`src/rtl/ip_instr_issuer.sv`:
```
`default_nettype none
// ============================================================================
// Module   : ip_instr_issuer
// Purpose  : Host-side initiator for the image processor core. Buffers host
//            instruction words in a small FIFO, drives them to the core one
//            at a time, holds each word for the core latency, then captures
//            the pixel-matrix result and hands it back with a sequence tag.
// Revision : 1.0 - initial release
// ============================================================================
module ip_instr_issuer #(
    parameter int IW_W     = 240,
    parameter int RES_W    = 96,
    parameter int DEPTH    = 4,
    parameter int CORE_LAT = 2,
    parameter int TAG_W    = 4
) (
    input  logic             clk,
    input  logic             reset,
    // host instruction channel
    input  logic [IW_W-1:0]  host_iw,
    input  logic             host_valid,
    output logic             host_ready,
    // core side
    output logic [IW_W-1:0]  core_iw,
    input  logic [RES_W-1:0] core_result,
    // host result channel
    output logic [RES_W-1:0] res_data,
    output logic [TAG_W-1:0] res_tag,
    output logic             res_valid,
    input  logic             res_ready,
    // status
    output logic             busy
);

    // ------------------------------------------------------------------------
    // Constants
    // ------------------------------------------------------------------------
    // FIFO address width; pointers carry one extra wrap bit.
    localparam int c_aw = $clog2(DEPTH);
    // Latency counter must hold CORE_LAT-1; sized so CORE_LAT=1 still works.
    localparam int c_cw = $clog2(CORE_LAT + 1);

    localparam logic [c_aw:0]    c_ptr_one  = {{c_aw{1'b0}}, 1'b1};
    localparam logic [c_cw-1:0]  c_lat_one  = {{(c_cw-1){1'b0}}, 1'b1};
    localparam logic [c_cw-1:0]  c_lat_load = c_cw'(CORE_LAT - 1);
    localparam logic [TAG_W-1:0] c_tag_one  = {{(TAG_W-1){1'b0}}, 1'b1};

    // ------------------------------------------------------------------------
    // Sequencer states
    // ------------------------------------------------------------------------
    typedef enum logic [1:0] {
        ST_IDLE  = 2'd0,   // waiting for a queued instruction
        ST_ISSUE = 2'd1,   // core_iw just changed; arm the latency counter
        ST_WAIT  = 2'd2,   // counting down the core latency
        ST_RESP  = 2'd3    // result presented to host, waiting for res_ready
    } state_t;

    state_t r_state;
    state_t w_state_nxt;

    // ------------------------------------------------------------------------
    // Storage and control signals
    // ------------------------------------------------------------------------
    logic [IW_W-1:0]  r_mem [DEPTH];
    logic [c_aw:0]    r_wr_ptr;
    logic [c_aw:0]    r_rd_ptr;
    logic             w_full;
    logic             w_empty;
    logic             w_push;
    logic             w_pop;

    logic [c_cw-1:0]  r_lat_cnt;
    logic             w_lat_load;
    logic             w_capture;
    logic             w_release;

    logic [IW_W-1:0]  r_core_iw;
    logic [RES_W-1:0] r_res_data;
    logic [TAG_W-1:0] r_res_tag;
    logic             r_res_valid;
    logic [TAG_W-1:0] r_tag_cnt;

    // ------------------------------------------------------------------------
    // FIFO status: wrap bit distinguishes full from empty when the
    // address bits coincide.
    // ------------------------------------------------------------------------
    assign w_empty = (r_wr_ptr == r_rd_ptr);
    assign w_full  = (r_wr_ptr[c_aw] != r_rd_ptr[c_aw]) &&
                     (r_wr_ptr[c_aw-1:0] == r_rd_ptr[c_aw-1:0]);

    // A write is taken only while not full, so a write that collides with a
    // pop on a full FIFO is refused rather than overwriting the head.
    assign w_push  = host_valid && !w_full;

    // FIFO data array: written on an accepted host beat, no reset needed
    // because the pointers gate every read.
    always_ff @(posedge clk) begin
        if (w_push) begin
            r_mem[r_wr_ptr[c_aw-1:0]] <= host_iw;
        end
    end

    // FIFO pointers advance on push/pop; reset discards any queued entries.
    always_ff @(posedge clk or posedge reset) begin
        if (reset) begin
            r_wr_ptr <= '0;
            r_rd_ptr <= '0;
        end else begin
            if (w_push) begin
                r_wr_ptr <= r_wr_ptr + c_ptr_one;
            end
            if (w_pop) begin
                r_rd_ptr <= r_rd_ptr + c_ptr_one;
            end
        end
    end

    // ------------------------------------------------------------------------
    // Sequencer
    // ------------------------------------------------------------------------
    // State register.
    always_ff @(posedge clk or posedge reset) begin
        if (reset) begin
            r_state <= ST_IDLE;
        end else begin
            r_state <= w_state_nxt;
        end
    end

    // Next-state and control strobes. Pops only look at the registered
    // empty flag, so a same-cycle write never falls through to the core.
    always_comb begin
        w_state_nxt = r_state;
        w_pop       = 1'b0;
        w_lat_load  = 1'b0;
        w_capture   = 1'b0;
        w_release   = 1'b0;
        case (r_state)
            ST_IDLE: begin
                if (!w_empty) begin
                    w_pop       = 1'b1;
                    w_state_nxt = ST_ISSUE;
                end
            end
            ST_ISSUE: begin
                w_lat_load  = 1'b1;
                w_state_nxt = ST_WAIT;
            end
            ST_WAIT: begin
                if (r_lat_cnt == '0) begin
                    w_capture   = 1'b1;
                    w_state_nxt = ST_RESP;
                end
            end
            ST_RESP: begin
                if (res_ready) begin
                    w_release = 1'b1;
                    // Chain straight into the next instruction when one is
                    // queued, avoiding an IDLE bubble.
                    if (!w_empty) begin
                        w_pop       = 1'b1;
                        w_state_nxt = ST_ISSUE;
                    end else begin
                        w_state_nxt = ST_IDLE;
                    end
                end
            end
            default: begin
                w_state_nxt = ST_IDLE;
            end
        endcase
    end

    // Latency counter: armed in ISSUE, counts down while waiting.
    always_ff @(posedge clk or posedge reset) begin
        if (reset) begin
            r_lat_cnt <= '0;
        end else if (w_lat_load) begin
            r_lat_cnt <= c_lat_load;
        end else if ((r_state == ST_WAIT) && (r_lat_cnt != '0)) begin
            r_lat_cnt <= r_lat_cnt - c_lat_one;
        end
    end

    // ------------------------------------------------------------------------
    // Datapath registers
    // ------------------------------------------------------------------------
    // Core instruction word changes only on a pop and is otherwise held.
    always_ff @(posedge clk or posedge reset) begin
        if (reset) begin
            r_core_iw <= '0;
        end else if (w_pop) begin
            r_core_iw <= r_mem[r_rd_ptr[c_aw-1:0]];
        end
    end

    // Result capture with tag, held until the host takes it.
    always_ff @(posedge clk or posedge reset) begin
        if (reset) begin
            r_res_data  <= '0;
            r_res_tag   <= '0;
            r_res_valid <= 1'b0;
            r_tag_cnt   <= '0;
        end else if (w_capture) begin
            r_res_data  <= core_result;
            r_res_tag   <= r_tag_cnt;
            r_res_valid <= 1'b1;
            r_tag_cnt   <= r_tag_cnt + c_tag_one;
        end else if (w_release) begin
            r_res_valid <= 1'b0;
        end
    end

    // ------------------------------------------------------------------------
    // Outputs
    // ------------------------------------------------------------------------
    assign host_ready = !w_full;
    assign core_iw    = r_core_iw;
    assign res_data   = r_res_data;
    assign res_tag    = r_res_tag;
    assign res_valid  = r_res_valid;
    assign busy       = !w_empty || (r_state != ST_IDLE);

endmodule
`default_nettype wire

```
`config.mk`:
```
export PLATFORM = sky130hd
export DESIGN_NAME = ip_instr_issuer
export DESIGN_NICKNAME = d
export VERILOG_FILES = /design/src/rtl/ip_instr_issuer.sv
export SDC_FILE = /design/constraint.sdc
export NUM_CORES = 1
export LEC_CHECK = 0
export ABC_AREA = 0
export ABC_CLOCK_PERIOD_IN_PS = 29600
export BUFFER_PORTS_ARGS = -buffer_cell sky130_fd_sc_hd__buf_4
export CORE_MARGIN = 4
export CORE_UTILIZATION = 61
export CTS_CLUSTER_DIAMETER = 150
export DETAILED_ROUTE_END_ITERATION = 7
export PLACE_DENSITY = 0.84
export SLEW_MARGIN = 20
export SYNTH_ARGS = -nofsm -noshare
export SYNTH_HDL_FRONTEND = slang
export SYNTH_SLANG_ARGS = --single-unit
```
`constraint.sdc`:
```
create_clock -name clk -period 29.6 [get_ports clk]
set_input_delay 1.48 -clock clk [delete_from_list [all_inputs] [get_ports clk]]
set_output_delay 1.48 -clock clk [all_outputs]
set_load 0.1 [all_outputs]
```
; ---- After elaboration in Yosys (flattened, before gate mapping)
; Memory sizes are Yosys's and may differ from the RTL's. A register that Yosys moved wholly into a read port is not among the register bits.
; Index checks and enable logic that the tools add are counted.
[classes]
n_reduce_logical = 13
addsub = 4
n_eq_ne = 9
n_mux = 19
[ops]
columns = operator, n
row1 = 1-bit two-way mux, 12
row2 = 2-bit two-way mux, 5
row3 = 2-bit one-hot mux with 4 select lines, 1
row4 = 2-bit nonzero test, 4
row5 = "3-bit by 1-bit adder with 3-bit output, second input constant", 2
row6 = "2-bit != test, second input constant", 3
row7 = "4-bit by 1-bit adder with 4-bit output, second input constant", 1
row8 = "2-bit equality test, second input constant", 2
row9 = 2-bit logical NOT, 2
row10 = 3-bit equality test, 1
row11 = 1-bit logical AND, 3
row12 = 3-bit AND reduction, 1
row13 = "2-bit by 1-bit equality test with 1-bit output, second input constant", 1
row14 = 2-bit equality test, 1
row15 = 1-bit logical NOT, 2
row16 = 1-bit one-hot mux with 2 select lines, 1
row17 = "2-bit by 1-bit subtractor with 2-bit output, second input constant", 1
row18 = 1-bit logical OR, 1
row19 = 1-bit != test, 1
[word_totals]
inputBits = 340
ram_bits = 960
register_bits = 115
n_memories = 1
output_inout_bits = 343
word_cells = 54
[mem_list]
columns = memory, words, word_bits, read_ports, rd_clocked_by_memory_dff, write_ports, line
row1 = r_mem, 4, 240, 1, 1, 1, 64  ; logic [IW_W-1:0] r_mem [DEPTH];

; ---- Longest topological paths before layout
[logic_depth]
depth_word = 6
mapped_depth = 8
ltp_nobuf = 6

; ---- Worst setup path before layout
; Ideal clock, no wire load.
[synth_path]
path_kind = reg2reg
from = reg r_rd_ptr[0]
to = mem r_mem[3][0], enable pin
arrival_ns = 7.437
path_stages_with_launch = 6
path_buffers = 2
period_less_slack_ns = 8.071
slack_ns = 21.529
required_time_ns = 28.966
setup_ns = 0.634
path_cell_list = dfrtp_1 buf_2 xor2_1 or3_1 clkbuf_1 and3_1
[synth_via]
elab_chain_cells = 6
[synth_lines]
columns = element, line
row1 = from (decl), 66  ; logic [c_aw:0] r_rd_ptr;
row2 = from (signal assigned), 113  ; r_rd_ptr <= r_rd_ptr + c_ptr_one;
row3 = 2-bit equality test, 89  ; (r_wr_ptr[c_aw-1:0] == r_rd_ptr[c_aw-1:0]);
row4 = 1-bit logical AND, 88  ; assign w_full = (r_wr_ptr[c_aw] != r_rd_ptr[c_aw]) &&
row5 = 1-bit logical NOT, n/a
row6 = via host_ready, 22  ; output logic host_ready,
row7 = 1-bit logical AND, 93  ; assign w_push = host_valid && !w_full;
row8 = 1-bit two-way mux, 98  ; if (w_push) begin
row9 = 1-bit two-way mux (not written as such), 99  ; r_mem[r_wr_ptr[c_aw-1:0]] <= host_iw;
row10 = to (decl), 64
; The timed path passes the listed nets, and every way through them passes these cells.

; ---- Worst setup path after layout
[layout_path]
from = reg r_rd_ptr[1]
to = mem r_mem[2][4], enable pin
[layout_via]
elab_chain_cells = 6
[layout_lines]
columns = element, line
row1 = 2-bit equality test, 89
row2 = 1-bit logical AND, 88
row3 = 1-bit logical NOT, 93
row4 = 1-bit logical AND, 93
row5 = 1-bit two-way mux, 98
row6 = 1-bit two-way mux (not written as such), 99
; Every way passes these cells.

==> metrics.md <==
| Metric | Value |
|---|---|
| Library cells used by synthesis | 29 |
| Initial Util | slightly above 60% |
| DR WL/cell | 29.1 um |
| Final Critical Period | around 4900 ps |
| DR vias | about 24000 |
| Cts bufs inserted | 132 |
| Final net count | roughly 3200 |
| Top cells by area, synth | edfxtp_1 (59%), dfrtp_1 (18%), mux4_2 (11%) |
| DR DRC count | 0 |
| 1st-iter DRT viols | between 1500 and 2000 |
| Clk buf depth | 3 |
| Post-CTS sizing | 0 |
| Final WL | roughly 120000 um |
| HP Start | res_data[60] |
| H-tree Lvls | 4 |
| CTS tree | yes |
| Status | finished, final reports clean |
| Unrepaired setup endpoints after global routing | no |
| Share of cells above drive strength 1 | between 50 and 60% |
| Yosys reg bits | approximately 1300 |
| Worst Setup SP | r_rd_ptr[1] |
| Largest net degree at the start of global routing | 144 |
| CTS clk-pin slew, worst paths | approximately 60 ps |
| Worst Max-Slew Pin Slew | ~1100 ps |
| DR pass1 iterations | 5 |
| WS Path Type | reg -> reg |
| Yosys warnings | 0 |
| Number of global-route vias before repair | about 26000 |
| Die span in x | roughly 290 um |
| Post-CTS Setup Inserts | 0 |
| Worst Hold Class | reg -> reg |
| Initial antenna violation count | 37 |
| Sink Count | ~1300 |
| # setup viols final | 0 |
| Routed vias/inst | 5.94 |
| Peak Freq | between 0.2 and 0.25 GHz |
| Total congestion overflow | 0 |
| Clock Skew | 32.8 ps |
| Min Hold Slack | ~510 ps |
| Worst Path Max Fanout | 67 |
| Count of hold buffers inserted by post-cts repair | 0 |
| CORE AREA | ~0.079 mm^2 |
| Die height | between 200 and 300 um |
| Max cap viols | 0 |
| # fillers | 4116 |
| Post-synthesis sequential area ratio | between 70% and 80% |
| Worst slew margin | around a quarter |
| Critical path launch point type | flop |
| Clk_lat worst skew | slightly above 700 ps |
| Detail Route Antenna Nets | 0 |
| Synth Instances | around 2100 |
| Area share of the leading cell type in the synthesized netlist | 59.3% |
| Setup crit end kind | flop |
| Final worst path period share | approximately 17% |
| Syn nets | about 2400 |
| Final Hold Fails | 0 |
| Final Core Density | about three quarters |
| DP HPWL | about 70000 um |
| Slew Limit Fails | 0 |
| Worst Path Required | between 20000 and 30000 ps |
| Die ar. | approximately 0.084 mm^2 |
| Row count | 103 |
| Arrival @ worst endpoint | around 5300 ps |
| Cell Area, Synth | approximately 0.049 mm^2 |
| Setup TNS | 0 ps |
| Root buffer cell | clkbuf_16 |
| Top Ports | between 600 and 700 |
| P&R area growth vs syn | 21.9% |
| GRT Util Overall | roughly 28% |
| Placer congestion estimate | approximately 0.89 |
| Reg-to-Reg Start | r_rd_ptr[1] |
| Area leader, netlist | edfxtp_1 |
| First-pass GRT wire length | 172000 um |
| IO buf count | 682 |
| Syn avg cell area | 23.7 um^2 |
## cells by family after synthesis
logic type	after synthesis	share of synthesized area [%]
adder cells (fa/ha/maj)	12	0.309
AO/OA/AOI/OAI	8	0.123
buffers and inverters	102	1.19
XOR/XNOR	12	0.216
flip-flops	1315	77.5
multiplexers	584	20.4
AND/OR/NAND/NOR	23	0.237
## path summary, 6_finish.rpt
kind | end | slack [ps] | cells past startpoint
setup / recovery | r_mem[2][4] | 24660 | 5
setup reg to reg | r_mem[2][4] | 24660 | 5
hold reg to reg | res_data[60] | 510 | 1
hold / removal | res_data[60] | 510 | 1
min in group asynchronous | core_iw[67] | 940 | 2
max in group asynchronous | core_iw[175] | 26230 | 4
## registers in the layout (all words and copies together), names as in the netlist
register,flops
r_state,2
res_valid,1
r_tag_cnt,4
r_lat_cnt,2
res_data,96
r_mem,960
core_iw,240
r_rd_ptr,3
res_tag,4
r_wr_ptr,3
## cell usage in the layout (no fill, tap or decap), drive strengths merged
| master | instances |
|---|---|
| and2 | 1 |
| nand4 | 1 |
| or3 | 1 |
| xor2 | 5 |
| nor2 | 2 |
| a211o | 1 |
| nor3 | 1 |
| diode | 38 |
| buf | 709 |
| bufinv | 6 |
| o21ai | 1 |
| a211oi | 1 |
| clkinv | 38 |
| nand2 | 9 |
| ha | 12 |
| mux4 | 240 |
| o221ai | 1 |
| clkinvlp | 2 |
| dfrtp | 355 |
| mux2 | 343 |
| and3 | 4 |
| xnor2 | 7 |
| edfxtp | 960 |
| a21o | 2 |
| a21oi | 1 |
| o311a | 1 |
| nand2b | 2 |
| inv | 16 |
| mux2i | 1 |
| clkbuf | 190 |
| nor2b | 2 |
## final cells by class
cell class	instances	area, um^2	area share [%]
sequential	1315	37700	63.6
multi-input combinational	639	10400	17.5
timing repair buffer	709	5430	9.16
clock buffer	190	3730	6.30
tap	1050	1310	2.22
clock inverter	53	583	0.983
antenna	38	95.1	0.160
inverter	9	41.3	0.0696
## per-stage QoR
stage               cells  setup WS (ps)  area, um^2
CTS                  3962          24710       59100
global route         4002          24500       59300
global placement     3719          24810       54800
floorplan            2056          18270       48600
detailed placement   3719          24770       54800
finish               4003          24660       59300
## cells in the mapped netlist
cell,n
a21oi_1,1
nor3_1,1
and2_1,1
nand4_1,1
a21o_1,2
o311a_1,1
xnor2_1,7
and3_1,4
nor2b_1,2
ha_1,12
o21ai_0,1
xor2_1,5
edfxtp_1,960
mux4_2,240
dfrtp_1,355
or3_1,1
o221ai_1,1
a211o_1,1
nor2_1,2
mux2i_1,1
nand2_1,9
a211oi_1,1
nand2b_1,2
inv_1,9
mux2_2,173
buf_6,20
mux2_4,170
clkbuf_1,38
buf_2,35
## critical path, stage by stage (launching register included)
cell	delay [ps]
dfrtp_4	1080
xor2_1	340
or3_1	290
and3_4	910
buf_4	920
buf_4	750
## metal layers
metal | routed length (um) | vias to the layer above | track usage [%] | share of wire [%]
met3 | 7640 | 313 | 6.17 | 6.6
met4 | 7220 | 0 | 16.6 | 6.2
met5 | 0 | - | 0 | 0
met1 | 39600 | 12474 | 31.7 | 34
met2 | 62100 | 1138 | 47.5 | 53
li1 | - | 9859 | - | -
Power is not shown: default switching activity piles up to over one toggle a cycle in this logic, so the estimate is an artifact.
